<file path="config.mk">
export PLATFORM = sky130hd
export DESIGN_NAME = sum_bcd_display
export DESIGN_NICKNAME = d
export VERILOG_FILES = /design/src/rtl/sum_bcd_display.sv
export SDC_FILE = /design/constraint.sdc
export NUM_CORES = 1
export LEC_CHECK = 0
export CORE_AREA = 10 10 96 98
export DETAILED_ROUTE_END_ITERATION = 10
export DIE_AREA = 0 0 106 108
export PLACE_DENSITY_LB_ADDON = 0.25
export SKIP_LAST_GASP = 1
export SLEW_MARGIN = 5
export SYNTH_ARGS = -nofsm -noshare
export SYNTH_HDL_FRONTEND = slang
export SYNTH_SLANG_ARGS = --single-unit
</file>
<file path="constraint.sdc">
create_clock -name CLOCK_50 -period 7 [get_ports CLOCK_50]
set_input_delay 2.1 -clock CLOCK_50 [delete_from_list [all_inputs] [get_ports CLOCK_50]]
set_output_delay 2.1 -clock CLOCK_50 [all_outputs]
set_load 0.02 [all_outputs]
</file>
<file path="src/rtl/sum_bcd_display.sv">
// sum_bcd_display: captures the 5-bit ripple-carry adder result on a rising
// LOAD edge, converts it to two BCD digits with a shift-add-3 (double-dabble)
// sequence, and drives two active-low seven-segment displays.
//
// Build option: define LEADING_ZERO_BLANK_EN to blank the tens display (HEX1)
// whenever the tens digit is zero, including the reset value. With the macro
// undefined, HEX1 always shows the tens digit.
//
// Timing: capture at edge E0, conversion steps at E1..E5, and new BCD/HEX
// values with a one-cycle VALID pulse at E5. BUSY is high for exactly five
// cycles. LOAD edges seen while converting are dropped, not queued.

module sum_bcd_display (
  input  logic       CLOCK_50,
  input  logic       RESET_N,
  input  logic       LOAD,
  input  logic [4:0] SUM,
  output logic       BUSY,
  output logic       VALID,
  output logic [7:0] BCD,
  output logic [6:0] HEX1,
  output logic [6:0] HEX0
);

  typedef enum logic {
    S_IDLE = 1'b0,
    S_CONV = 1'b1
  } state_e;

  // Active-low segment patterns, bit6=g ... bit0=a.
  localparam logic [6:0] SEG_BLANK = 7'b1111111;
  localparam logic [6:0] SEG_ZERO  = 7'b1000000;

  // The last conversion step is taken when the counter holds 4 (steps 1..5
  // run with counter values 0..4).
  localparam logic [2:0] LAST_STEP = 3'd4;

`ifdef LEADING_ZERO_BLANK_EN
  localparam logic [6:0] HEX1_RESET = SEG_BLANK;
`else
  localparam logic [6:0] HEX1_RESET = SEG_ZERO;
`endif

  // Decimal digit to active-low segments. Codes above 9 never occur here and
  // show as blank.
  function automatic logic [6:0] seg7(input logic [3:0] digit);
    logic [6:0] seg;
    case (digit)
      4'd0:    seg = 7'b1000000;
      4'd1:    seg = 7'b1111001;
      4'd2:    seg = 7'b0100100;
      4'd3:    seg = 7'b0110000;
      4'd4:    seg = 7'b0011001;
      4'd5:    seg = 7'b0010010;
      4'd6:    seg = 7'b0000010;
      4'd7:    seg = 7'b1111000;
      4'd8:    seg = 7'b0000000;
      4'd9:    seg = 7'b0010000;
      default: seg = SEG_BLANK;
    endcase
    return seg;
  endfunction

  // Tens display, with optional leading-zero blanking.
  function automatic logic [6:0] tens_seg(input logic [3:0] tens);
`ifdef LEADING_ZERO_BLANK_EN
    return (tens == 4'd0) ? SEG_BLANK : seg7(tens);
`else
    return seg7(tens);
`endif
  endfunction

  // Double-dabble correction: a nibble of 5 or more gets 3 added so that the
  // following shift carries correctly into the next decimal digit.
  function automatic logic [3:0] add3(input logic [3:0] nibble);
    return (nibble >= 4'd5) ? nibble + 4'd3 : nibble;
  endfunction

  state_e      state_q, state_d;
  logic        load_q;
  logic [4:0]  shift_q, shift_d;
  logic [7:0]  scratch_q, scratch_d;
  logic [2:0]  step_q, step_d;
  logic [7:0]  bcd_q, bcd_d;
  logic [6:0]  hex1_q, hex1_d;
  logic [6:0]  hex0_q, hex0_d;
  logic        valid_q, valid_d;

  logic        load_rise;
  logic [12:0] dabble_in;
  logic [12:0] dabble_out;
  logic [7:0]  scratch_next;
  logic [4:0]  shift_next;

  // A rising edge is LOAD high now while it was low on the previous clock.
  assign load_rise = LOAD & ~load_q;

  // One conversion step: correct both scratch nibbles, then shift the joined
  // {scratch, shift} register left by one. The tens nibble never exceeds 3
  // for inputs up to 31, so the bit shifted out of the top is always zero.
  assign dabble_in    = {add3(scratch_q[7:4]), add3(scratch_q[3:0]), shift_q};
  assign dabble_out   = dabble_in << 1;
  assign scratch_next = dabble_out[12:5];
  assign shift_next   = dabble_out[4:0];

  // Registers: FSM state, LOAD history, conversion datapath and outputs.
  // NOTE: every register here uses non-blocking assignments so all of them
  // update from the same pre-edge values; blocking assignments would make
  // the result depend on statement order.
  always_ff @(posedge CLOCK_50 or negedge RESET_N) begin
    if (!RESET_N) begin
      state_q   <= S_IDLE;
      load_q    <= 1'b0;
      shift_q   <= '0;
      scratch_q <= '0;
      step_q    <= '0;
      bcd_q     <= '0;
      hex1_q    <= HEX1_RESET;
      hex0_q    <= SEG_ZERO;
      valid_q   <= 1'b0;
    end else begin
      state_q   <= state_d;
      load_q    <= LOAD;
      shift_q   <= shift_d;
      scratch_q <= scratch_d;
      step_q    <= step_d;
      bcd_q     <= bcd_d;
      hex1_q    <= hex1_d;
      hex0_q    <= hex0_d;
      valid_q   <= valid_d;
    end
  end

  // Next-state and datapath control for the IDLE/CONV sequencer.
  // NOTE: every signal driven here gets a default first; a path that left
  // one unassigned would infer a latch.
  always_comb begin
    state_d   = state_q;
    shift_d   = shift_q;
    scratch_d = scratch_q;
    step_d    = step_q;
    bcd_d     = bcd_q;
    hex1_d    = hex1_q;
    hex0_d    = hex0_q;
    valid_d   = 1'b0;

    unique case (state_q)
      S_IDLE: begin
        if (load_rise) begin
          shift_d   = SUM;
          scratch_d = '0;
          step_d    = '0;
          state_d   = S_CONV;
        end
      end

      S_CONV: begin
        // LOAD edges are deliberately ignored here; load_q keeps tracking
        // LOAD, so such an edge is lost rather than queued.
        scratch_d = scratch_next;
        shift_d   = shift_next;
        step_d    = step_q + 3'd1;
        if (step_q == LAST_STEP) begin
          bcd_d   = scratch_next;
          hex1_d  = tens_seg(scratch_next[7:4]);
          hex0_d  = seg7(scratch_next[3:0]);
          valid_d = 1'b1;
          state_d = S_IDLE;
        end
      end

      default: state_d = S_IDLE;
    endcase
  end

  assign BUSY  = (state_q == S_CONV);
  assign VALID = valid_q;
  assign BCD   = bcd_q;
  assign HEX1  = hex1_q;
  assign HEX0  = hex0_q;

endmodule

</file>
==> Word level (Yosys, flattened, before mapping) <==
Memories as Yosys holds them, arrays and structs flattened. A register that Yosys moved wholly into a read port is not among the register bits.
Index checks and enable logic that the tools add are counted.
{ "word_totals": {"reg_bits": 27, "rom_bits": 224, "inputBits": 8, "out_inout_bits": 24, "word_cells": 35, "memories": 2} }
{ "classes": {"add_sub_neg": 3, "n_lt_le_gt_ge": 2, "eq_ne": 2, "mux": 13, "bitwise_logic": 3, "reduce_logical": 3} }
{ "memory_table": {"columns": ["memory", "depth", "word_bits", "rd", "rd_ports_with_merged_regs", "write_ports", "line_no", "source"], "rows": [
  ["(no name shown)", 16, 7, 1, 1, 0, "48", "case (digit)"],
  ["(no name shown)", 16, 7, 1, 1, 0, "48", null]
]} }
{ "ops": {"columns": ["cell", "n"], "rows": [
  ["case mux 8 bit (2 select lines)", 1],
  ["case mux 5 bit (2 select lines)", 1],
  [">= comparator 4 x 3 -> 1 bit (second input constant)", 2],
  ["2-to-1 mux 8 bit", 1],
  ["2-to-1 mux 3 bit", 2],
  ["case mux 3 bit (2 select lines)", 1],
  ["2-to-1 mux 5 bit", 1],
  ["adder 4 x 2 -> 4 bit (second input constant)", 1],
  ["2-to-1 mux 1 bit", 4],
  ["2-to-1 mux 4 bit", 1],
  ["adder 3 x 1 -> 3 bit (second input constant)", 1],
  ["adder 3 x 2 -> 3 bit (second input constant)", 1],
  ["== test 3 bit (second input constant)", 1],
  ["logical NOT 1 bit", 2],
  ["!= test 2 bit (second input constant)", 1],
  ["inverter 1 bit", 2],
  ["case mux 1 bit (2 select lines)", 1],
  ["AND reduction 2 bit", 1],
  ["AND 1 bit", 1]
]} }

==> Depth between registers and ports, before layout <==
Gate-level depths: netlist of the first run.
{ "depth": {"ltp_word": 4, "depth_mapped": 10, "depth_no_buf": 10} }

==> Worst setup path after synthesis of the first run <==
No wires, ideal clock.
{ "synth_path": {"path_kind": "input port to flip-flop", "from": "input LOAD", "to": "register scratch_q[2]", "setup_time_ps": 121, "t_arrival_ps": 3014, "required_ps": 6879, "setup_slack_ps": 3865, "stages": 5, "path_buffers": 2, "path_cell_list": "nor2b_1 clkbuf_1 nor2_1 clkbuf_1 a22o_1"} }
{ "synth_via": {"elab_chain_len": 2} }
{ "synth_lines": {"columns": ["item", "line_no", "source"], "rows": [
  ["from (decl)", "16", "input logic LOAD,"],
  ["AND 1 bit", "96", "assign load_rise = LOAD & ~load_q;"],
  ["!= test 2 bit (no line)", null, null],
  ["to (signal assigned)", "125", "scratch_q <= scratch_d;"],
  ["to (decl)", "82", "logic [7:0] scratch_q, scratch_d;"]
]} }
Every way passes these cells.
A chain may end at the register's enable or synchronous reset.

==> Final worst setup path of the first run <==
{ "layout_path": {"from": "register state_q, in the netlist BUSY", "to": "output BUSY"} }
{ "layout_rtl": {"columns": ["item", "line_no", "source"], "rows": [
  ["from (decl)", "79", "state_e state_q, state_d;"],
  ["from (signal assigned)", "122", "state_q <= state_d;"],
  ["to (decl)", "18", "output logic BUSY,"]
]} }
No word-level cell between the ends.

==> results_dict.tcl, run 1 <==
set metrics [dict create \
    min_path_cells 2 \
    register_area_sq_um 1030 \
    cts_resized 0 \
    initial_core_util_pct 29.1 \
    die_x_um 106 \
    path_cells "clkdlybuf4s50_1" \
    syn_area_per_cell_sq_um 10.1 \
    switching_share_pct 43.7 \
    clkPwrFrac_pct 13.6 \
    p_per_area_nw_per_um2 556 \
    crit_required_ps 4900 \
    max_freq_mhz 255 \
    multiInputGateArea_sq_um 1040 \
    ctsRootBufferMaster "clkbuf_8" \
    yosysTopAreaCellShare_pct 45.1 \
    yosys_warnings 0 \
    fin_skew_ps 12.1 \
    synth_area_leaders "dfrtp_1 45%, ha_1 8.1%, o21ai_0 4.4%" \
    period_share_pct 56.0 \
    hpwl_um 3330 \
    place_congestion 0.770 \
    maxSlewViolCount 0 \
    ir_drop_mv 0.124 \
    slew_headroom_pct 38.1 \
    crit_type "flop to primary output" \
    crit_buf_inv 1 \
    coreArea_sq_um 7450 \
    syn_nets 236 \
    switchingPower_mw 0.650 \
    hp-start "BCD[5]" \
    rsz0062_at_grt "false" \
    syn-cell-area_sq_um 2160 \
    io_buffers 31 \
    synthCells 214 \
    die_area_sq_um 11400 \
    ys_ff_latch 41 \
    ant_nets 0 \
    maxCapViolCount 0 \
    htree_levels 2 \
    cp_num_cells 1 \
    num_rows 32 \
    post_cts_buffers 0 \
    drt_iter0_markers 75 \
    grt_use_total_pct 8.43 \
    worstSetupStartpointType "flop" \
    min_period_ps 3920 \
    seq_power_share_pct 29.3 \
    power_frac_comb_pct 57.1 \
    synth_commonest_cells "39 x dfrtp_1, 19 x o21ai_0, 18 x nor2_1, 17 x nand2_1, 14 x ha_1" \
    worst_slack_ps 3080 \
    final.setup.tns_ps 0 \
    cts_sinks 41 \
    worst_pin_slew_ps 929 \
    drc 0 \
    grt_pass1_vias 1644 \
    place_ws_ps 3080 \
    grt_max_degree 42 \
    vias_per_cell 4.76 \
    synth.largest_area_cell "dfrtp_1" \
    clk_pin_slew_ps 80 \
    synthArstFlopShare_pct 100 \
    p_leak_nw 1.18 \
    ys_seq_area_share_pct 47.5 \
    critPathMaxFanout 23 \
    finish.utilization_pct 36.0 \
    final-setup-viol-count 0 \
    grt_pass1_wl_um 8030 \
    hold_viol 0 \
    die_h_um 108 \
    vias 1642 \
    path_delay_family "flip-flops" \
    yosysMostFrequentCell "dfrtp_1" \
    worst_skew_pair.late_latency_ps 300 \
    cts_tree "done" \
    slowest_stage "dfrtp_1" \
    cts_buffers 5 \
    drt-pass1-iter-count 4 \
    avgRoutedWirePerCell_um 13.5 \
    fin_nets 264 \
    end_kind "primary output" \
    wirelength_um 4660 \
    r2r-start "scratch_q[4]" \
    status "completed" \
    r2r_cells 8 \
    hold_path.class "flop to flop" \
    cp-startpoint "BUSY" \
    io_pins 32 \
    synth_edf_count 0 \
    diodes 0 \
    fillers 763 \
    clockBufferDepth 2 \
    crit_path_max_incr_delay_ps 790 \
    arrival_ps 1820 \
    power.internal_mw 0.838 \
    hold_buffers 0 \
    synth_flop_cell "dfrtp_1" \
    syn2layout_area_growth_pct 23.7 \
    ys_types 52 \
    antenna_found_initial 0 \
    grt_overflow 0 \
    layout-drive-gt1-share_pct 10.3 \
]
==> routing by layer <==
metal	share of wire [%]	global-route usage [%]
met5	0	0
met1	51	11.5
met4	1.2	2.61
met3	6.9	3.39
met2	41	11.9
==> final timing paths <==
kind,endpoint,slack (ps)
worst max-delay path,BUSY,3080
worst min-delay path,BCD[5],480
worst max register to register,HEX1[1],4530
worst min register to register,BCD[5],480
max in group asynchronous,scratch_q[1],4480
min in group asynchronous,HEX1[5],1940
==> sequential cells by signal (all words and copies together) (netlist names) <==
signal / flops
HEX0: 7
shift_q: 5
VALID: 1
step_q: 3
BUSY: 1
HEX1: 7
load_q: 1
BCD: 8
scratch_q: 8
==> cells by family (layout without fill, tap and decap cells) <==
group                    after synthesis  after routing  share of synthesized area (%)
AO/OA/AOI/OAI                         63             63                           19.9
adder cells (fa/ha/maj)               14             14                           8.09
AND/OR/NAND/NOR                       58             58                           13.1
buffers and inverters                 23             52                           4.28
flip-flops                            41             41                           47.5
multiplexers                          11             11                           5.20
XOR/XNOR                               4              4                           1.97
==> through the flow <==
stage | hold WS [ps] | instance area, sq um | std cells | total power, mW
floorplan | 452 | 2160 | 214 | 1.04
global placement | 461 | 2560 | 337 | 1.29
detailed placement | 469 | 2560 | 337 | 1.30
CTS | 490 | 2680 | 345 | 1.51
global route | 526 | 2680 | 345 | 1.64
finish | 480 | 2680 | 345 | 1.49
==> placed cells by master, fill, tap and decap left out, drive strengths merged, types with 5 or more instances in the layout <==
cell type / count
a21oi: 11
nor3: 5
inv: 12
o21ai: 20
ha: 14
dfrtp: 39
mux2i: 9
clkdlybuf4s50: 30
nand2: 17
clkbuf: 6
nor2: 19
a22o: 11
==> area by class of cell <==
class	instances	share of cell area (%)
Inverter	12	1.68
Multi-Input combinational cell	150	39.0
Tap cell	102	4.77
Clock buffer	6	3.08
Timing Repair Buffer	32	11.7
Sequential cell	41	38.4
Clock inverter	2	1.40
==> power groups by stage <==
stage / logic (mW) / clock network [mW] / registers (mW)
floorplan: 0.559 / 0 / 0.481
global placement: 0.849 / 0 / 0.443
detailed placement: 0.860 / 0 / 0.442
CTS: 0.863 / 0.209 / 0.438
global route: 0.960 / 0.221 / 0.456
finish: 0.850 / 0.202 / 0.436
(Power assumes the default switching activity.)
==> run 2, diff against run 1 <==
Clock period 7 ns to 3.4 ns, I/O delays scaled along.
==> results_dict.tcl, run 2 (synthesis gave the netlist of run 1 again) <==
set metrics [dict create \
    finalNonFillerCells 348 \
    critPathMaxFanout 2 \
    antenna_found_initial 0 \
    cts_tree "done" \
    die_area_sq_um 11400 \
    arrival_ps 1430 \
    htree_levels 2 \
    hold_path.class "flop to flop" \
    die_x_um 106 \
    worstSetupStartpointType "flop" \
    drt-pass1-iter-count 4 \
    path_delay_family "buffers and inverters" \
    hpwl_um 3430 \
    fin_skew_ps 12.6 \
    crit_buf_inv 1 \
    grt_overflow 0 \
    io_buffers 31 \
    ir_drop_mv 0.284 \
    p_total_mw 2.98 \
    hp-start "BCD[4]" \
    final.setup.tns_ps 0 \
    worst_skew_pair.late_latency_ps 300 \
    syn2layout_area_growth_pct 23.0 \
    cts_resized 0 \
    layout-drive-gt1-share_pct 11.0 \
    crit_type "flop to primary output" \
    crit_path_max_incr_delay_ps 600 \
    slowest_stage "clkdlybuf4s50_1" \
    clockBufferDepth 2 \
    grt_max_degree 42 \
    initial_core_util_pct 29.1 \
    rsz0062_at_grt "false" \
    r2r_cells 8 \
    slew_headroom_pct 39.2 \
    p_per_area_nw_per_um2 1120 \
    vias 1657 \
    vias_per_cell 4.76 \
    min_period_ps 2450 \
    grt_use_total_pct 8.78 \
    cts_buffers 5 \
    max_freq_mhz 408 \
    ctsRootBufferMaster "clkbuf_8" \
    status "completed" \
    avgRoutedWirePerCell_um 13.5 \
    r2r-start "scratch_q[4]" \
    layout_common_cells "39 x dfrtp_1, 30 x clkdlybuf4s50_1, 19 x o21ai_0" \
    die_h_um 108 \
    num_rows 32 \
    io_pins 32 \
    crit_required_ps 2380 \
    maxCapViolCount 0 \
    final_common_cell "dfrtp_1" \
    ant_nets 0 \
    cts_sinks 41 \
    hold_viol 0 \
    wirelength_um 4690 \
    coreArea_sq_um 7450 \
    worst_pin_slew_ps 911 \
    clk_pin_slew_ps 80 \
    end_kind "primary output" \
    maxSlewViolCount 0 \
    drt_iter0_markers 76 \
    fin_nets 267 \
    cp_num_cells 1 \
    path_cells "clkdlybuf4s50_1" \
    period_share_pct 72.1 \
    dp.cells 340 \
    drc 0 \
    diodes 0 \
    hold_buffers 0 \
    grt_pass1_wl_um 8420 \
    p_leak_nw 1.18 \
    final-setup-viol-count 0 \
    cp-startpoint "HEX0[6]" \
    post_cts_buffers 0 \
    grt_pass1_vias 1717 \
    place_congestion 0.788 \
    min_path_cells 2 \
]
==> run 2: cell count changes in the layout (fill, tap and decap cells not counted), sizes merged <==
cell      delta
buf          +3
clkinv       +2
bufinv       -1
clkinvlp     -1
==> run 2: layout make-up <==
class | instances | area (sq um)
Fill cell | 774 | 4780
Multi-Input combinational cell | 150 | 1040
Sequential cell | 41 | 1030
Timing Repair Buffer | 35 | 335
Tap cell | 102 | 128
Clock buffer | 6 | 72.6
Inverter | 12 | 45.0
Clock inverter | 2 | 10.0
==> run 2: final timing paths <==
path | end | slack [ps]
max | HEX0[6] | 950
min | BCD[4] | 480
max reg2reg | HEX1[1] | 1010
min reg2reg | BCD[4] | 480
max in group asynchronous | load_q | 1970
min in group asynchronous | BCD[7] | 840
==> run 2: routing by layer <==
metal	up-vias	GRT usage, %	routed length (um)	part of all wire (%)
li1	823	-	-	-
met1	801	11.9	2380	51
met2	28	12.9	1990	43
met3	5	2.44	239	5.1
met4	0	3.77	70	1.5
met5	-	0	0	0
==> run 2: tightest hold or removal path: stages, from the launching register on <==
cell and delay, ps:
dfrtp_1 350, nand2_1 40, o21ai_0 60
==> run 2: power breakdown <==
part | internal [mW] | leakage (nW) | total, mW | switching, mW
registers | 0.705 | 0.503 | 0.878 | 0.173
clock network | 0.142 | 0.0450 | 0.312 | 0.170
logic | 0.796 | 0.633 | 1.79 | 0.991
total | 1.64 | 1.18 | 2.98 | 1.33
==> run 2: stage by stage <==
stage | area, sq um | util [%] | setup slack [ps] | hold slack (ps)
after floorplan | 2160 | - | 1180 | 452
after global placement | 2580 | 34.6 | 1010 | 463
after detailed placement | 2580 | 34.6 | 988 | 470
after CTS | 2660 | 35.8 | 919 | 489
after global routing | 2660 | 35.8 | 815 | 516
final | 2660 | 35.8 | 948 | 480
==> run 3, diff against run 2 <==
Clock period 3.4 ns to 2.1 ns, I/O delays scaled along.
==> results_dict.tcl, run 3 (synthesis gave the netlist of run 1 again) <==
set metrics [dict create \
    max_freq_mhz 482 \
    drt_iter0_markers 87 \
    maxCapViolCount 0 \
    clk_pin_slew_ps 80 \
    end_kind "flop" \
    final_common_cell "dfrtp_1" \
    crit_required_ps 2330 \
    worst_pin_slew_ps 801 \
    whs_ps 380 \
    period_share_pct 98.7 \
    grt_overflow 0 \
    hold_buffers 0 \
    fin_skew_ps 5.79 \
    grt_use_total_pct 8.70 \
    io_pins 32 \
    rsz0062_at_grt "true" \
    die_x_um 106 \
    initial_core_util_pct 29.1 \
    wirelength_um 4850 \
    grt_max_degree 42 \
    r2r-end "HEX1[1]" \
    coreArea_sq_um 7450 \
    grt_pass1_wl_um 8160 \
    final-setup-viol-count 0 \
    multiInputGateArea_sq_um 1120 \
    syn2layout_area_growth_pct 35.1 \
    ir_drop_mv 0.453 \
    crit_path_max_incr_delay_ps 480 \
    crit_buf_inv 0 \
    slowest_stage "or3_2" \
    num_rows 32 \
    worst_skew_pair.late_latency_ps 300 \
    io_buffers 31 \
    arrival_ps 2310 \
    finish.utilization_pct 39.3 \
    r2r_cells 7 \
    cts_tree "done" \
    critPathMaxFanout 4 \
    min_period_ps 2070 \
    ant_nets 0 \
    place_congestion 0.853 \
    vias_per_cell 4.63 \
    cts_sinks 41 \
    path_cells "ha_1 > nand2b_4 > a21oi_4 > xnor2_4 > ha_1 > or3_2 > a21oi_1" \
    fillers 754 \
    crit_type "flop to flop" \
    critPathMostFrequentCell "ha_1" \
    cp-startpoint "scratch_q[4]" \
    register_area_sq_um 1030 \
    diodes 0 \
    slew_headroom_pct 46.4 \
    layout-drive-gt1-share_pct 22.3 \
    drc 0 \
    clockBufferDepth 2 \
    worstSetupStartpointType "flop" \
    r2r-start "scratch_q[4]" \
    worst-r2r-setup-slack_ps 30 \
    hold_path.class "input pin to asynchronous set/reset pin" \
    fin_nets 286 \
    die_h_um 108 \
    vias 1699 \
    die_area_sq_um 11400 \
    drt-pass1-iter-count 4 \
    status "completed" \
    p_per_area_nw_per_um2 1890 \
    path_delay_family "simple AND/OR/NAND/NOR gates" \
    antenna_found_initial 0 \
    htree_levels 2 \
    layout_common_cells "39 x dfrtp_1, 28 x clkdlybuf4s50_1, 23 x buf_4" \
    ctsRootBufferMaster "clkbuf_8" \
    hpwl_um 3530 \
    maxSlewViolCount 0 \
    cts_buffers 5 \
    hold_viol 0 \
    avgRoutedWirePerCell_um 13.2 \
    p_leak_nw 1.31 \
    grt_pass1_vias 1641 \
]
-- run 3: power breakdown --
part	leakage, nW	total, mW	internal [mW]	switching, mW
registers	0.503	1.39	1.14	0.251
clock network	0.0574	0.678	0.387	0.292
logic	0.746	3.46	1.67	1.79
total	1.31	5.53	3.20	2.33
-- run 3: stage by stage --
step	cells	setup slack, ps	total power, mW	cell area [sq um]	TNS, ps
after floorplan	214	3.12	3.55	2200	0
after global placement	353	-55.5	4.64	2710	-111
after detailed placement	353	-54.9	4.67	2710	-241
after CTS	363	-1.37	5.47	2860	-1.37
after global routing	367	-36.9	6.02	2930	-63.9
final	367	26.7	5.53	2930	0
-- run 3: worst max-delay path by stage --
stage | to | depth (start not counted)
after global placement | HEX1[1] | 8
after floorplan | HEX1[1] | 8
final | HEX1[1] | 7
after global routing | HEX1[1] | 8
after detailed placement | HEX1[1] | 8
after CTS | HEX1[1] | 7
-- run 3: final cells by class --
type | instances | area share (%)
clock buffer | 6 | 2.82
clock inverter | 2 | 1.28
inverter | 12 | 1.67
multi-input combinational | 150 | 38.2
sequential | 41 | 35.2
tap | 102 | 4.36
timing repair buffer | 54 | 16.5
-- run 3: metal layers --
layer	vias up	global-route usage (%)	part of all wire, %	routed length, um
met2	44	12.6	42	2020
met3	8	2.62	6.1	295
met1	791	11.8	51	2460
li1	856	-	-	-
met5	-	0	0	0
met4	0	3.77	1.5	74
-- run 3: what timing repair did --
action | in CTS | in global routing
setup endpoints to repair | 2 | 10
pin swaps | 3 | 2
resized for setup | 1 | 12
setup buffers | 2 | 4
